File: src/rtl/step_pkg.sv
// Shared FSM state encoding for the step pulse generator.
package step_pkg;

    localparam int STATE_W = 2;

    // Encoding 3 is deliberately absent; the FSM treats it as a fault and returns to MANUAL.
    typedef enum logic [STATE_W-1:0] {
        MANUAL    = 2'd0,
        AUTO_RUN  = 2'd1,
        AUTO_HOLD = 2'd2
    } state_t;

endpackage

File: src/rtl/debouncer.sv
// Two-flop synchroniser followed by a stability counter.
// dout follows din only after the synchronised input has disagreed with dout for DB_CYCLES cycles in a row.
module debouncer #(
    parameter int DB_CYCLES = 1_000_000
) (
    input  logic clk,
    input  logic rst,
    input  logic din,
    output logic dout
);

    localparam int CNT_W = $clog2(DB_CYCLES + 1);
    localparam logic [CNT_W-1:0] CNT_LAST = CNT_W'(DB_CYCLES - 1);

    logic [1:0]       sync;
    logic [CNT_W-1:0] cnt;

    // NOTE: sequential state uses non-blocking assignments so every flop samples pre-edge values.
    always_ff @(posedge clk) begin
        if (rst) begin
            sync <= '0;
            cnt  <= '0;
            dout <= 1'b0;
        end else begin
            sync <= {sync[0], din};
            // Any cycle of agreement restarts the count from zero.
            if (sync[1] == dout) begin
                cnt <= '0;
            end else if (cnt == CNT_LAST) begin
                dout <= sync[1];
                cnt  <= '0;
            end else begin
                cnt <= cnt + CNT_W'(1);
            end
        end
    end

endmodule

File: src/rtl/step_pulse_gen.sv
// Advance-strobe generator: a debounced button gives single steps in manual mode
// and pauses/resumes a free-running prescaler in auto mode.
module step_pulse_gen
    import step_pkg::*;
#(
    parameter int DB_CYCLES = 1_000_000,
    parameter int STEP_DIV  = 100_000_000
) (
    input  logic               clk,
    input  logic               rst,
    input  logic               btn_step,
    input  logic               mode_auto,
    output logic               step_pulse,
    output logic               btn_clean,
    output logic [STATE_W-1:0] state
);

    localparam int PS_W = $clog2(STEP_DIV);
    localparam logic [PS_W-1:0] PS_LAST = PS_W'(STEP_DIV - 1);

    logic [1:0]      mode_sync;
    logic            mode_on;
    logic            btn_clean_d;
    logic            btn_rise;
    state_t          state_q;
    state_t          state_d;
    logic [PS_W-1:0] prescaler;
    logic [PS_W-1:0] prescaler_d;
    logic            pulse_d;

    debouncer #(
        .DB_CYCLES(DB_CYCLES)
    ) u_btn_db (
        .clk  (clk),
        .rst  (rst),
        .din  (btn_step),
        .dout (btn_clean)
    );

    assign mode_on  = mode_sync[1];
    assign btn_rise = btn_clean & ~btn_clean_d;
    assign state    = state_q;

    // NOTE: every always_comb output gets a default first, so no path can infer a latch.
    always_comb begin
        state_d     = state_q;
        prescaler_d = prescaler;
        pulse_d     = 1'b0;
        case (state_q)
            MANUAL: begin
                prescaler_d = '0;
                if (mode_on) state_d = AUTO_RUN;
                else         pulse_d = btn_rise;
            end
            AUTO_RUN: begin
                prescaler_d = (prescaler == PS_LAST) ? '0 : prescaler + PS_W'(1);
                // Leaving auto mode beats a press, and a press beats the terminal-count pulse.
                if (!mode_on)      state_d = MANUAL;
                else if (btn_rise) state_d = AUTO_HOLD;
                else               pulse_d = (prescaler == PS_LAST);
            end
            AUTO_HOLD: begin
                if (!mode_on)      state_d = MANUAL;
                else if (btn_rise) state_d = AUTO_RUN;
            end
            default: begin
                state_d     = MANUAL;
                prescaler_d = '0;
            end
        endcase
        if (step_pulse) pulse_d = 1'b0;
    end

    always_ff @(posedge clk) begin
        if (rst) begin
            mode_sync   <= '0;
            btn_clean_d <= 1'b0;
            state_q     <= MANUAL;
            prescaler   <= '0;
            step_pulse  <= 1'b0;
        end else begin
            mode_sync   <= {mode_sync[0], mode_auto};
            btn_clean_d <= btn_clean;
            state_q     <= state_d;
            prescaler   <= prescaler_d;
            step_pulse  <= pulse_d;
        end
    end

endmodule

File: config.mk
export PLATFORM = sky130hd
export DESIGN_NAME = step_pulse_gen
export DESIGN_NICKNAME = d
export VERILOG_FILES = /design/src/rtl/step_pkg.sv /design/src/rtl/debouncer.sv /design/src/rtl/step_pulse_gen.sv
export SDC_FILE = /design/constraint.sdc
export NUM_CORES = 1
export LEC_CHECK = 0
export ABC_AREA = 1
export CAP_MARGIN = 30
export CORE_ASPECT_RATIO = 1.1
export CORE_MARGIN = 1.5
export CORE_UTILIZATION = 35
export CTS_CLUSTER_DIAMETER = 40
export DETAILED_ROUTE_END_ITERATION = 10
export SLEW_MARGIN = 20
export SYNTH_ARGS = -nofsm -noshare
export SYNTH_HDL_FRONTEND = slang
export SYNTH_SLANG_ARGS = --single-unit
export TNS_END_PERCENT = 100
File: constraint.sdc
create_clock -name clk -period 2.5 [get_ports clk]
set_input_delay 0.375 -clock clk [delete_from_list [all_inputs] [get_ports clk]]
set_output_delay 0.375 -clock clk [all_outputs]
set_load 0.03 [all_outputs]
### After elaboration in Yosys (flattened, before gate mapping)

Index checks and enable logic that the tools add are counted.

* word-level logic and storage cells: 38
* flip-flop bits (word level): 56
* bits of input ports: 4
* output and inout port bits: 4

* add/sub/neg operators: 2
* bitwise logic cells: 3
* reduce and logical (&&, ||, !) cells: 5
* equality and inequality tests: 8
* mux-type cells: 12

Operators with widths (number)
* case mux 27 bit (2 select lines): 1
* adder 27 x 1 -> 27 bit (second input constant): 1
* equality test 27 bit (second input constant): 1
* two-way mux 27 bit: 1
* adder 20 x 1 -> 20 bit (second input constant): 1
* equality test 20 bit (second input constant): 1
* two-way mux 2 bit: 5
* inequality test 3 bit (second input constant): 2
* case mux 2 bit (3 select lines): 1
* two-way mux 1 bit: 3
* AND reduction 3 bit: 1
* OR reduction 3 bit: 1
* equality test 2 x 1 -> 1 bit (second input constant): 1
* equality test 2 bit (second input constant): 1
* logical NOT 2 bit: 1
* inequality test 2 bit (second input constant): 1
* inverter 1 bit: 2
* case mux 1 bit (2 select lines): 1
* AND reduction 2 bit: 1
* OR reduction 2 bit: 1
* bitwise AND 1 bit: 1
* equality test 1 bit: 1

### Depth between registers and ports, before layout

Gate-level depths: netlist of the first run.

* depth in word-level cells: 5
* depth in mapped cells: 11
* depth with buffers taken out: 11

### Hierarchy

Synthesis of the first run repeated with hierarchy kept, for this count alone.

* cell total of the unflattened synthesis: 481
* area total of the unflattened synthesis: 3204.3 um^2

By module, submodules not included
* step_pulse_gen: cells an instance 315, times used 1, area each 2050.7 um^2, sequential area each 660.6 um^2
* debouncer: cells an instance 166, times used 1, area each 1153.6 um^2, sequential area each 460.4 um^2

### Least setup slack after synthesis of the first run

No wires, ideal clock.

* kind: reg-to-reg
* start: register u_btn_db.cnt[0]
* end: register u_btn_db.cnt[7]
* setup time: 128 ps
* cell stages (with the launch flop): 10
* path buffers: 1
* slack: 1067 ps
* period minus slack after synthesis: 1433 ps
* data required time: 2372 ps
* arrival: 1305 ps
* cells stage by stage: dfxtp_1 > ha_1 > nand2_1 > inv_1 > nand2_2 > inv_2 > nand4_2 > nand3_1 > buf_4 > nor3_2

* cells in the longest elaborated chain, start to end: 2
* elaborated cells between the ends (all ways): 3
* classes of those cells: 1 x add/sub; 1 x eq/ne; 1 x reduce/logical

RTL lines
* start: declaration: RTL line debouncer.sv:16 `logic [CNT_W-1:0] cnt;`
* start signal: assignment: RTL line debouncer.sv:33 `cnt <= cnt + CNT_W'(1);`
* parallel branches: the longest is 2 deep, another holds adder 20 x 1 -> 20 bit

Several ways; the timed one is not identified.
A chain may end at the register's enable or synchronous reset.

### Worst setup path after layout of the first run

* start: register u_btn_db.dout
* end: output btn_clean

RTL lines
* start: declaration: RTL line debouncer.sv:9 `output logic dout`
* start signal: assignment: RTL line debouncer.sv:30 `dout <= sync[1];`
* end: declaration: RTL line step_pulse_gen.sv:14 `output logic btn_clean,`

No word-level cell between the ends.

==> impl_metrics.py, run 1 <==
metrics = {
    "placed_design": {
        "io_buffers": 7,
        "dp.final_hpwl_um": 5707,
        "routabilityCongestion": 0.8444,
        "dp_cells": 621,
    },
    "logic_synthesis": {
        "synthTopCellsByArea": "dfxtp_1 33%, nand2_1 15%, nor2_1 6.9%",
        "synth-seq-area-share": 0.3316,
        "synth.most_common_cell": "nand2_1",
        "synthCells": 502,
        "syn-num-nets": 508,
        "synth_edf_count": 0,
        "synth_cell_types": 38,
        "syn_area_um2": 3381,
        "async_flop_share": 0,
        "synth_common_cells": "132 x nand2_1, 62 x nor2_1, 60 x inv_1",
        "yosysWarnings": 0,
        "ys_seq_elements": 56,
        "synth_top_flop_cell": "dfxtp_1",
        "synth_top_area_cell": "dfxtp_1",
        "synth_top_cell_area_share": 0.3316,
        "syn_area_per_cell_um2": 6.735,
    },
    "floorplan": {
        "die_y_um": 106.1,
        "die_x_um": 96.71,
        "core_um2": 9351,
        "pin_count": 8,
        "initial_utilization": 0.3615,
        "row_count": 37,
        "dieArea_um2": 10260,
    },
    "routing": {
        "route.detailed.drc": 0,
        "via_per_inst": 4.817,
        "drt_wl_total_um": 7600,
        "dr.first_iter.drc_count": 141,
        "vias": 3030,
        "drtPass1Iterations": 4,
        "detail-route-antenna-nets": 0,
        "routedWlPerCell_um": 12.08,
    },
    "worst_setup_path": {
        "worst_path_largest_cell_delay_ns": 0.69,
        "cp_top_family": "buffers and inverters",
        "cp.arrival_ns": 1.40,
        "path_buf_inv": 1,
        "critPathMaxFanout": 3,
        "critPathSlowestCell": "clkdlybuf4s50_1",
        "endpoint_kind": "primary output",
        "r2r_start": "state[0]",
        "critical_path_class": "reg2out",
        "r2r_setup_slack_ns": 0.74,
        "r2r-end": "prescaler[3]",
        "reg2reg_depth": 7,
        "worst_ep_required_time_ns": 2.12,
        "crit_chain": "clkdlybuf4s50_1",
        "startpoint_type": "flip-flop",
    },
    "clock_network": {
        "cts_max_level": 2,
        "cts_hold_buf": 0,
        "cts_setup_buffers": 0,
        "cts_buffer_depth": 2,
        "cts.root.buffer_cell": "clkbuf_8",
        "post_cts_resized": 0,
        "clkLatencyLatePin_ns": 0.32,
        "clkTransAtPathRegs_ns": 0.11,
        "numCtsBuffers": 5,
        "cts_tree": "yes",
        "cts.sinks": 56,
    },
    "timing": {
        "timing.final.crit_period_ns": 1.773,
        "skew_ns": 0.01330,
        "tns_ns": 0,
        "relSlewSlack": 0.5822,
        "drv_slew": 0,
        "hold_viol": 0,
        "setup_viol_count_final": 0,
        "rsz0062_at_grt": "no",
        "worst_pin_slew_ns": 0.6260,
        "fin_crit_sh": 0.7093,
        "fmax_ghz": 0.5639,
    },
    "power": {
        "p_leak_nw": 1.182,
        "peakVddDrop_v": 0.0002471,
        "p_int_w": 0.001116,
        "seqPwrFrac": 0.610,
        "power.density_nw_per_um2": 402.6,
        "power.switching_w": 0.0003580,
        "netSwitchingFraction": 0.2428,
        "p_clk_frac": 0.361,
        "pwr-share-comb": 0.029,
    },
    "min_path": {
        "hold_path_startpoint": "mode_sync[0]",
        "hold_end": "mode_sync[1]",
        "min_path_cells": 2,
        "hp-class": "reg2reg",
    },
    "layout": {
        "ff_latch_area_um2": 1121,
        "fillers": 1001,
        "n_antenna_cell": 0,
        "final_cells": 629,
        "multi_input_area_um2": 1946,
        "syn_to_final_growth_pct": 8.327,
        "nets": 517,
        "layout-drive-gt1-share": 0.1738,
    },
    "global_route": {
        "grt_start_max_net_pins": 21,
        "antenna_found_initial": 0,
        "gr-total-overflow": 0,
        "grt_pass1_wl_um": 13240,
        "grt.total_usage": 0.1560,
        "grt_pass1_vias": 2896,
    },
    "job": {
        "cap_violations": 0,
    },
    "status": {
        "run_status": "finished clean",
    },
}
per-stage QoR:
step           utilization  setup slack [ns]  total power, W  hold slack [ns]  cell area, um2
3_5_place_dp        0.3816            0.7592       0.0009633           0.3916            3568
5_1_grt             0.3916            0.5618        0.001539           0.4263            3662
6_report            0.3916            0.7267        0.001474           0.4056            3662
2_1_floorplan            -             1.067       0.0009475           0.3883            3381
3_3_place_gp        0.3816            0.7946       0.0009626           0.3954            3568
4_1_cts             0.3916            0.6873        0.001502           0.4083            3662
power by group through the flow:
stage               clock (W)  sequential [W]  combinational [W]
floorplan                   0        0.000921          0.0000264
global placement            0        0.000920          0.0000424
detailed placement          0        0.000920          0.0000430
CTS                  0.000559        0.000900          0.0000431
global route         0.000591        0.000901          0.0000468
finish               0.000532        0.000900          0.0000425
sequential cells by signal, summed over array words and instances (netlist names):
| name | cells |
|---|---|
| mode_sync | 2 |
| prescaler | 27 |
| step_pulse | 1 |
| u_btn_db.cnt | 20 |
| btn_clean_d | 1 |
| u_btn_db.sync | 2 |
| state | 2 |
| u_btn_db.dout | 1 |
worst max-delay path by stage:
stage                    startpoint         endpoint  slack (ns)  depth (start not counted)
finish                u_btn_db.dout        btn_clean        0.73                          1
global route               state[0]     prescaler[3]        0.56                          7
CTS                   u_btn_db.dout        btn_clean        0.69                          1
detailed placement         state[0]     prescaler[3]        0.76                          7
global placement           state[0]     prescaler[3]        0.79                          7
floorplan           u_btn_db.cnt[0]  u_btn_db.cnt[7]        1.07                          9
per-layer routing:
metal / track usage / up-vias / wire, um
met3: 0.02761 / 18 / 224
met4: 0.06729 / 0 / 267
met1: 0.1861 / 1365 / 3429
met2: 0.2747 / 46 / 3677
met5: 0 / - / 0
li1: - / 1601 / -
placed cells by master, fill, tap and decap left out, drive strengths merged:
master         count
nand2            147
nor2              87
inv               67
dfxtp             56
nand3             42
a21oi             34
nor3              16
xor2               9
nand4              9
o21ai              9
clkdlybuf4s50      7
clkbuf             5
buf                5
nand3b             4
or2                4
xnor2              2
ha                 2
nor4               1
a211oi             1
o21bai             1
clkinv             1
a31oi              1
o211ai             1
clkinvlp           1
layout make-up:
| cell class | instances | share of cell area |
|---|---|---|
| Clock inverter | 3 | 0.006833 |
| Inverter | 66 | 0.06765 |
| Timing Repair Buffer | 12 | 0.02938 |
| Sequential cell | 56 | 0.3061 |
| Tap cell | 117 | 0.03997 |
| Clock buffer | 5 | 0.01879 |
| Multi-Input combinational cell | 370 | 0.5313 |
cells by family after synthesis:
group | Yosys count | synth area share
compound gates | 47 | 0.08327
flops | 56 | 0.3316
simple gates | 310 | 0.4563
fa+ha+maj | 2 | 0.007401
xor+xnor | 11 | 0.02850
buf+inv | 76 | 0.09289
Note: power is estimated with default switching activity, not from simulation.
==> inputs of run 2 (changes only) <==
Clock period 2.5 ns to 1.79 ns, I/O delays scaled along.
==> run 2 against run 1 <==
Effect of this change:
- wire length is 3.8% higher
- clock skew is 0.0038 ns lower
- cell area is 1.5% higher
- sequential power is 40% higher
- flip-flop and latch count stayed put
- first-iteration DRC count is 23% lower
- hold slack better by 0.010 ns
- register-to-register slack worse by 0.59 ns
- critical path type unchanged
- via count is 0.46% higher
- combinational power is 54% higher
- critical endpoint unchanged
- utilization is 0.60 points higher
- clock power is 41% higher
==> impl_metrics.py, run 2 (synthesis results as in run 1) <==
metrics = {
    "status": {
        "run_status": "finished clean",
    },
    "worst_setup_path": {
        "worst_ep_required_time_ns": 1.52,
        "critPathMaxFanout": 3,
        "critPathSlowestCell": "clkdlybuf4s50_1",
        "endpoint_kind": "primary output",
        "worst_path_largest_cell_delay_ns": 0.69,
        "cp_top_family": "buffers and inverters",
        "path_buf_inv": 1,
        "cp.arrival_ns": 1.40,
        "startpoint_type": "flip-flop",
        "crit_chain": "clkdlybuf4s50_1",
        "critical_path_class": "reg2out",
    },
    "global_route": {
        "grt_start_max_net_pins": 21,
        "gr-total-overflow": 0,
        "grt_pass1_wl_um": 13460,
        "antenna_found_initial": 0,
        "grt_pass1_vias": 2988,
        "grt.total_usage": 0.1584,
    },
    "layout": {
        "top_register": "prescaler",
        "syn_to_final_growth_pct": 9.993,
        "largest_reg_flops": 27,
        "final_cell_mix": "132 x nand2_1, 62 x nor2_1, 60 x inv_1, 55 x dfxtp_1, 31 x nand3_1",
        "nets": 520,
        "final_cells": 632,
        "n_antenna_cell": 0,
        "layout_commonest_cell": "nand2_1",
        "fillers": 1015,
        "layout-drive-gt1-share": 0.1806,
        "reg_top3": "prescaler (27), u_btn_db.cnt (20)",
    },
    "timing": {
        "fmax_ghz": 0.5998,
        "relSlewSlack": 0.7103,
        "timing.final.crit_period_ns": 1.667,
        "fin_crit_sh": 0.9315,
        "hold_viol": 0,
        "tns_ns": 0,
        "worst_pin_slew_ns": 0.4313,
        "drv_slew": 0,
        "rsz0062_at_grt": "no",
        "skew_ns": 0.009503,
        "setup_viol_count_final": 0,
    },
    "floorplan": {
        "dieArea_um2": 10260,
        "die_x_um": 96.71,
        "core_um2": 9351,
        "die_y_um": 106.1,
        "pin_count": 8,
        "initial_utilization": 0.3615,
        "row_count": 37,
    },
    "power": {
        "total_power_w": 0.002073,
        "peakVddDrop_v": 0.0003675,
        "p_leak_nw": 1.210,
        "power.density_nw_per_um2": 557.4,
    },
    "placed_design": {
        "io_buffers": 7,
        "dp_cells": 624,
        "routabilityCongestion": 0.8835,
        "dp.final_hpwl_um": 5922,
    },
    "routing": {
        "detail-route-antenna-nets": 0,
        "vias": 3044,
        "route.detailed.drc": 0,
        "drtPass1Iterations": 4,
        "via_per_inst": 4.816,
        "dr.first_iter.drc_count": 108,
        "routedWlPerCell_um": 12.49,
        "drt_wl_total_um": 7891,
    },
    "clock_network": {
        "cts.sinks": 56,
        "clkTransAtPathRegs_ns": 0.12,
        "cts.root.buffer_cell": "clkbuf_8",
        "cts_setup_buffers": 0,
        "cts_buffer_depth": 2,
        "cts_max_level": 2,
        "numCtsBuffers": 5,
        "cts_tree": "yes",
        "clkLatencyLatePin_ns": 0.31,
    },
    "min_path": {
        "hp-class": "reg2reg",
    },
    "job": {
        "cap_violations": 0,
    },
}
run 2: final cells by class:
class	instances	area (um2)	share of cell area
Clock inverter	3	27.53	0.007402
Timing Repair Buffer	15	155.1	0.04172
Clock buffer	5	68.82	0.01851
Multi-Input combinational cell	370	1951	0.5246
Tap cell	117	146.4	0.03937
Inverter	66	247.7	0.06662
Sequential cell	56	1122	0.3018
run 2: metal layers:
| layer | global-route usage | vias up | share of wire | wire length [um] |
|---|---|---|---|---|
| met2 | 0.2912 | 44 | 0.49 | 3836 |
| met3 | 0.02367 | 14 | 0.021 | 166 |
| met5 | 0 | - | 0 | 0 |
| met1 | 0.1829 | 1386 | 0.46 | 3661 |
| met4 | 0.06522 | 0 | 0.029 | 227 |
| li1 | - | 1600 | - | - |
run 2: path summary, 6_finish.rpt:
| path | cells past startpoint | startpoint | slack (ns) | endpoint |
|---|---|---|---|---|
| max reg2reg | 10 | prescaler[1] | 0.15 | prescaler[5] |
| max | 1 | u_btn_db.dout | 0.12 | btn_clean |
| min reg2reg | 2 | mode_sync[0] | 0.42 | mode_sync[1] |
| min | 2 | mode_sync[0] | 0.42 | mode_sync[1] |
run 2: timing repair:
| item | 4_1_cts | 5_1_grt |
|---|---|---|
| resized for setup | 0 | 2 |
| hold endpoints to repair | 0 | 0 |
| hold buffers | 0 | 0 |
| endpoints found under the setup margin | 0 | 11 |
run 2: power by group:
group | switching, W | leakage, nW | internal [W] | total [W]
Combinational | 0.0000407 | 0.711 | 0.0000248 | 0.0000655
Sequential | 0.00000432 | 0.452 | 0.00125 | 0.00126
Clock | 0.000461 | 0.0463 | 0.000289 | 0.000750
run 2: worst reg2reg max path: cells and delay by family, from the launching register on:
family,cells,cell delay [ns]
buf+inv,1,0.10
fa+ha+maj,1,0.17
flops,1,0.37
simple gates,8,0.90
run 2: per-stage QoR:
| step | area [um2] | worst slack (ns) | utilization | hold slack, ns |
|---|---|---|---|---|
| finish | 3719 | 0.1227 | 0.3976 | 0.4160 |
| global placement | 3616 | 0.1474 | 0.3867 | 0.4048 |
| detailed placement | 3616 | 0.08513 | 0.3867 | 0.4042 |
| CTS | 3712 | 0.05007 | 0.3970 | 0.4199 |
| floorplan | 3381 | 0.3568 | - | 0.3755 |
| global route | 3719 | 0.03298 | 0.3976 | 0.4387 |
==> inputs of run 3 (changes only) <==
Settings changed: CORE_UTILIZATION 35 to 55, PLACE_DENSITY set to 0.72.
==> run 3 against run 2 <==
Effect of this change:
- register-to-register slack gained 0.03 ns
- global-route usage increased by 9.4 points
- die area fell by 35%
- via count is 2.5% higher
- clock power rose by 21%
- sequential power is essentially flat
- critical endpoint unchanged
- hold slack got worse by 0.0087 ns
- highest routed layer unchanged
- fmax increased by 0.93%
- combinational power down 0.8%
- largest power group unchanged
- power grew 7.5%
==> impl_metrics.py, run 3 (synthesis results as in run 1) <==
metrics = {
    "status": {
        "run_status": "finished clean",
    },
    "layout": {
        "n_antenna_cell": 0,
        "nets": 520,
        "layout-drive-gt1-share": 0.1806,
        "largest_reg_flops": 27,
        "final_area_um2": 3700,
        "top_register": "prescaler",
        "final_cell_mix": "132 x nand2_1, 62 x nor2_1, 60 x inv_1, 56 x dfxtp_1, 31 x nand3_1",
        "reg_top3": "prescaler (27), u_btn_db.cnt (20)",
        "fillers": 553,
        "layout_commonest_cell": "nand2_1",
        "syn_to_final_growth_pct": 9.438,
    },
    "routing": {
        "drt_wl_total_um": 7739,
        "via_per_inst": 5.272,
        "drtPass1Iterations": 5,
        "route.detailed.drc": 0,
        "detail-route-antenna-nets": 0,
        "vias": 3121,
        "dr.first_iter.drc_count": 155,
        "routedWlPerCell_um": 13.07,
    },
    "placed_design": {
        "routabilityCongestion": 0.9006,
        "io_buffers": 7,
        "placed_area_um2": 3566,
        "dp.final_hpwl_um": 5810,
        "pre_cts_ws_ns": 0.1155,
    },
    "power": {
        "power.density_nw_per_um2": 602.2,
        "peakVddDrop_v": 0.0003518,
        "total_power_w": 0.002228,
        "p_leak_nw": 1.223,
    },
    "floorplan": {
        "die_y_um": 85.23,
        "initial_utilization": 0.5787,
        "dieArea_um2": 6626,
        "core_um2": 5842,
        "pin_count": 8,
        "die_x_um": 77.75,
        "row_count": 29,
    },
    "timing": {
        "drv_slew": 0,
        "fmax_ghz": 0.6054,
        "tns_ns": 0,
        "timing.final.crit_period_ns": 1.652,
        "setup_viol_count_final": 0,
        "relSlewSlack": 0.7481,
        "worst_pin_slew_ns": 0.3750,
        "hold_viol": 0,
        "rsz0062_at_grt": "no",
        "setup_slack_ns": 0.1381,
        "fin_crit_sh": 0.9228,
        "skew_ns": 0.007181,
        "fin_hold_ws_ns": 0.4073,
    },
    "clock_network": {
        "cts.sinks": 56,
        "cts_max_level": 2,
        "cts_buffer_depth": 2,
        "numCtsBuffers": 5,
        "clkTransAtPathRegs_ns": 0.10,
        "clkLatencyLatePin_ns": 0.31,
        "cts_tree": "yes",
        "cts_setup_buffers": 0,
        "cts_hold_buf": 0,
        "post_cts_resized": 0,
        "cts.root.buffer_cell": "clkbuf_8",
    },
    "worst_setup_path": {
        "critical_path_class": "reg2out",
        "cp.arrival_ns": 1.38,
        "critPathMaxFanout": 3,
        "endpoint_kind": "primary output",
        "startpoint_type": "flip-flop",
        "cp_top_family": "buffers and inverters",
        "critPathSlowestCell": "clkdlybuf4s50_1",
        "worst_ep_required_time_ns": 1.52,
        "path_buf_inv": 1,
        "worst_path_largest_cell_delay_ns": 0.69,
        "crit_chain": "clkdlybuf4s50_1",
        "startpoint": "u_btn_db.dout",
        "r2r_start": "u_btn_db.cnt[1]",
    },
    "global_route": {
        "grt_pass1_vias": 2988,
        "gr-total-overflow": 0,
        "grt.total_usage": 0.2522,
        "grt_start_max_net_pins": 21,
        "antenna_found_initial": 0,
        "grt_pass1_wl_um": 13380,
    },
    "min_path": {
        "hold_path_startpoint": "u_btn_db.sync[0]",
        "hp-class": "reg2reg",
    },
    "job": {
        "cap_violations": 0,
    },
}
==> run 3: cell type report <==
cell class / count / area, um2 / area share
well taps: 77 / 96.34 / 0.02604
multi-input cells: 370 / 1953 / 0.5279
clock inverters: 1 / 30.03 / 0.008116
flip-flops and latches: 56 / 1121 / 0.3030
inverters: 66 / 247.7 / 0.06696
clock buffers: 7 / 96.34 / 0.02604
repair buffers: 15 / 155.1 / 0.04193
==> run 3: report_power, final <==
part	total [W]	switching (W)	internal, W
combinational	0.0000650	0.0000410	0.0000241
clock	0.000908	0.000413	0.000494
sequential	0.00126	0.00000352	0.00125
total	0.00223	0.000458	0.00177
==> run 3: metrics by stage <==
step	cells	util
6_report	592	0.6333
5_1_grt	592	0.6333
4_1_cts	592	0.6320
3_5_place_dp	584	0.6104
3_3_place_gp	584	0.6104
2_1_floorplan	502	-
==> run 3: path summary, 6_finish.rpt <==
kind                 endpoint  slack [ns]  cells after the start
max reg2reg   u_btn_db.cnt[2]        0.18                      9
min          u_btn_db.sync[1]        0.41                      2
min reg2reg  u_btn_db.sync[1]        0.41                      2
max                 btn_clean        0.14                      1
==> run 3: per-layer routing <==
layer / up-vias / GRT usage / wire [um] / share of wire
met1: 1399 / 0.3061 / 3340 / 0.43
met2: 94 / 0.4435 / 3856 / 0.50
li1: 1603 / - / - / -
met3: 25 / 0.04086 / 345 / 0.045
met5: - / 0 / 0 / 0
met4: 0 / 0.09752 / 196 / 0.025
==> RTL edit 1: new RTL, config.mk and constraints of run 2 <==
The parameter `STEP_DIV` goes from 100_000_000 to 50_000_000.
--- a/src/rtl/step_pulse_gen.sv
+++ b/src/rtl/step_pulse_gen.sv
@@ -4,7 +4,7 @@
     import step_pkg::*;
 #(
     parameter int DB_CYCLES = 1_000_000,
-    parameter int STEP_DIV  = 100_000_000
+    parameter int STEP_DIV  = 50_000_000
 ) (
     input  logic               clk,
     input  logic               rst,
Behaviour: same outputs for any inputs over 10 cycles, from zero or initial values and one cycle with rst high; that may be too few to reach the edited logic, so the function may still have changed.
==> RTL edit 1 against run 2 <==
Global-route usage rose by 0.75 points; area after synthesis fell by 9.8%; final area fell by 6.9%; worst hold slack got worse by 0.0042 ns; wire length fell by 10%; total power rose by 8.9%; clock power rose by 28%; synthesized cell count fell by 7.4%; fmax fell by 2.2%; setup slack got worse by 0.038 ns; combinational power fell by 2%; sequential cell count fell by 1; critical path type unchanged.
==> RTL edit 1: results (changes against run 2) <==
Outcome
  • Outcome: completed

Route
  • Drt wl/cell: 12.0 um (-4.2%)
  • Iter 0 DRT Violations: 130 (+20%)
  • Vias per Instance: 4.79 (-0.60%)
  • Final WL: 7090 um (-10%)

CTS
  • Root Driver: clkbuf_8
  • Worst-Skew Late Latency: 0.31 ns (about the same)

Cells and area
  • Comb_multi_in: 337 (-8.9%)
  • Share of cells above drive strength 1: 0.110 (-0.0706)
  • Sequential share of cell area: 0.318 (+0.0166)
  • Syn-to-layout area delta: 13.5%
  • Layout Nets: 487 (-6.3%)
  • Registers with the most flip-flops: prescaler x26, u_btn_db.cnt x20
  • Non-clock inverter count: 64 (-3.0%)
  • Signal buffers: 18 (+3)
  • Final-layout clock buffer total: 6 (+1)
  • Seq Cell Count: 55 (-1.8%)
  • Multi-input gate share of total cell area: 0.482 (-0.0421)
  • Non-clk buf share: 0.0513 (+0.00960)
  • Clk cell area share: 0.0383 (+0.0124)

Worst setup path
  • Critical-path maximum fanout: 5 (+2)
  • Worst Setup EP: state[1]
  • First element of the critical path: state[1]
  • Worst r2r dst: u_btn_db.cnt[9]
  • Worst r2r path cells: 9 (-1)
  • CP max stage delay: 0.72 ns (+0.03 ns)
  • Worst R2R Start: u_btn_db.cnt[0]
  • CP arrival: 1.44 ns (+0.04 ns)
  • Top cell family by delay on the critical path: buffers and inverters

Synthesis
  • Seq/Total Area, Yosys: 0.361 (+0.0295)
  • Syn nets: 471 (-7.3%)
  • Adder-cell share of the synthesized area: 0.00821 (+0.000805)
  • Syn Area/Cell: 6.56 sq um (-2.6%)
  • Main area contributors after synthesis: dfxtp_1 36%, nand2_1 13%, nor2_1 9.2%
  • Synth Area in Compound Gates: 0.0866 (+0.00331)
  • Fraction of synthesized cell area in xor and xnor cells: 0.0287 (+0.000226)
  • Post-synth top cells: 104 x nand2_1, 75 x nor2_1, 62 x inv_1
  • Mux cell area share after synthesis: 0 (unchanged)

Power
  • Logic pwr share: 0.029 (-0.003)
  • Leakage power total: 1.24 nW (+2.8%)
  • Worst VDD drop: 0.392 mV (+6.7%)
  • Clock power share: 0.425 (+0.063)
  • P_clk: 0.961 mW (+28%)
  • Int Pwr: 1.81 mW (+16%)

GRT
  • First-pass GRT wire length: 12400 um (-7.5%)
  • Largest net degree at the start of global routing: 24 (+14%)
  • GRT Overall Usage: 0.166 (+0.00753)
  • Number of global-route vias before repair: 2732 (-8.6%)

Place
  • Routability cong.: 0.837 (-5.3%)
  • Placed Area: 3290 sq um (-9.0%)
  • DP Wirelength: 5280 um (-11%)
  • Placed insts: 583 (-6.6%)
  • Dpl ws: 0.0998 ns (+0.0146 ns)

Timing
  • Tcrit/Tclk final: 0.953 (+0.0212)
  • WHS: 0.412 ns (-0.00417 ns)

Floorplan
  • Die area: 9280 sq um (-9.5%)
==> RTL edit 1: changes by cell type after synthesis, sizes merged, moves of 2 or more <==
cell | run 2 | this run
a31oi | 1 | 3
clkbuf | 5 | 3
o21ai | 9 | 14
xnor2 | 2 | 4
xor2 | 9 | 6
or2 | 4 | 1
o21bai | 1 | 3
a21oi | 34 | 29
nand3 | 42 | 35
nand2 | 147 | 117
nand4 | 9 | 13
==> RTL edit 1: cells by family after synthesis <==
group	count (synthesis)
simple gates	275
compound gates	50
flops	55
xor+xnor	10
buf+inv	73
fa+ha+maj	2
==> RTL edit 1: metal layers <==
| metal | share of wire | vias to the layer above | global-route usage | wire (um) |
|---|---|---|---|---|
| li1 | - | 1500 | - | - |
| met1 | 0.47 | 1285 | 0.201 | 3310 |
| met2 | 0.50 | 49 | 0.303 | 3520 |
| met3 | 0.029 | 5 | 0.0234 | 204 |
| met4 | 0.0078 | 0 | 0.0509 | 55 |
| met5 | 0 | - | 0 | 0 |
==> RTL edit 2: new RTL, settings of run 2 <==
Without the edit above. Reset style: asynchronous (`rst`), changed in 2 clocked blocks.
--- a/src/rtl/debouncer.sv
+++ b/src/rtl/debouncer.sv
@@ -16,7 +16,7 @@
     logic [CNT_W-1:0] cnt;
 
     // NOTE: sequential state uses non-blocking assignments so every flop samples pre-edge values.
-    always_ff @(posedge clk) begin
+    always_ff @(posedge clk or posedge rst) begin
         if (rst) begin
             sync <= '0;
             cnt  <= '0;
--- a/src/rtl/step_pulse_gen.sv
+++ b/src/rtl/step_pulse_gen.sv
@@ -71,7 +71,7 @@
         if (step_pulse) pulse_d = 1'b0;
     end
 
-    always_ff @(posedge clk) begin
+    always_ff @(posedge clk or posedge rst) begin
         if (rst) begin
             mode_sync   <= '0;
             btn_clean_d <= 1'b0;
Formal check against the unedited RTL: differs if rst is asserted again (counterexample within 4 cycles, from zero or initial values and one cycle with rst high); with rst held inactive, the same outputs for 10 cycles.
==> RTL edit 2 against run 2 <==
Cell count down 8.4%; non-clock buffer count up 1; final area down 3.1%; sequential power up 3%; wire length down 12%; core utilization up 0.63 points; clock skew up 0.0016 ns; area after synthesis down 4.8%; combinational power up 71%; sequential cell count unchanged; fmax down 1.9%; setup slack worse by 0.033 ns; total power up 4.4%; critical path type unchanged; largest cell class unchanged.
==> RTL edit 2: results (changes against run 2) <==
Place
  • Routability cong.: 0.851 (-3.7%)
  • DP Wirelength: 5220 um (-12%)
  • Placed Area: 3510 sq um (-3.0%)
  • Dpl ws: 0.235 ns (+0.150 ns)

Power
  • Leakage power total: 1.65 nW (+37%)
  • Worst VDD drop: 0.344 mV (-6.4%)

Route
  • Vias per Instance: 4.67 (-3.0%)

Synthesis
  • Post-synth top cells: 136 x nand2_1, 76 x nor2_1, 56 x dfrtp_1
  • Most common flop cell mapped by yosys: dfrtp_1
  • Yosys cell types: 27 (-29%)
  • Post-Syn Instances: 444 (-12%)
  • FFs w/ async S/R, synth: 1.00 (+1.00)

Worst hold path
  • Hold WC Path Type: input port to asynchronous set/reset pin

Worst setup path
  • Worst r2r path cells: 9 (-1)
  • Worst r2r dst: prescaler[0]
  • Worst R2R Start: prescaler[1]
  • R2R Setup Slk: 0.22 ns (+0.07 ns)

Outcome
  • Outcome: completed

Cells and area
  • Layout Nets: 470 (-9.6%)
  • Fillers: 938 (-7.6%)

GRT
  • GRT Overall Usage: 0.153 (-0.00509)
  • Largest net degree at the start of global routing: 24 (+14%)
  • Number of global-route vias before repair: 2696 (-9.8%)
  • Initial antenna violation count: 0 (unchanged)

Timing
  • Rel. slew slack: 0.728 (+0.0178)
  • Worst Skew: 0.0111 ns (+0.00157 ns)
## RTL edit 2: logic make-up (layout without fill, tap and decap cells)
group	count (synthesis)	in the layout	share of synthesized area
flip-flops	56	56	0.435
AO/OA/AOI/OAI	25	25	0.0439
AND/OR/NAND/NOR	277	277	0.374
buffers and inverters	59	80	0.0711
XOR/XNOR	25	25	0.0680
adder cells (fa/ha/maj)	2	2	0.00777
## RTL edit 2: what timing repair did
action | CTS | global route
setup endpoints to repair | 0 | 1
gates resized for setup | 0 | 1
buffers inserted | 0 | 0
hold buffers | 0 | 0
## RTL edit 2: how the worst max path moves through the flow
stage,slack [ns],start,endpoint
2_1_floorplan,0.15,rst,btn_clean_d
3_3_place_gp,0.28,prescaler[22],prescaler[22]
3_5_place_dp,0.23,prescaler[1],prescaler[7]
4_1_cts,0.04,u_btn_db.dout,btn_clean
5_1_grt,0.05,state[1],state[1]
6_report,0.09,state[1],state[1]
## RTL edit 2: where the power goes
group / switching, mW / internal [mW] / total [mW]
Combinational: 0.0707 / 0.0417 / 0.112
Sequential: 0.0143 / 1.28 / 1.30
Clock: 0.469 / 0.287 / 0.756
## RTL edit 2: routing by layer
layer	routed length [um]	share of wire	vias up	global-route usage
met2	3330	0.48	35	0.255
met3	199	0.029	12	0.0316
met5	0	0	-	0
met4	118	0.017	0	0.0416
li1	-	-	1407	-
met1	3300	0.47	1251	0.200
## RTL edit 2: layout make-up
cell class,count,share of cell area
repair buffers,16,0.0458
clock buffers,5,0.0191
clock inverters,3,0.00695
flip-flops and latches,56,0.389
well taps,114,0.0396
inverters,56,0.0584
multi-input cells,329,0.441
## RTL edit 2: per-stage QoR
step	std cells	hold WS, ns
floorplan	444	0.300
global placement	571	0.332
detailed placement	571	0.336
CTS	579	0.251
global route	579	0.306
finish	579	0.249
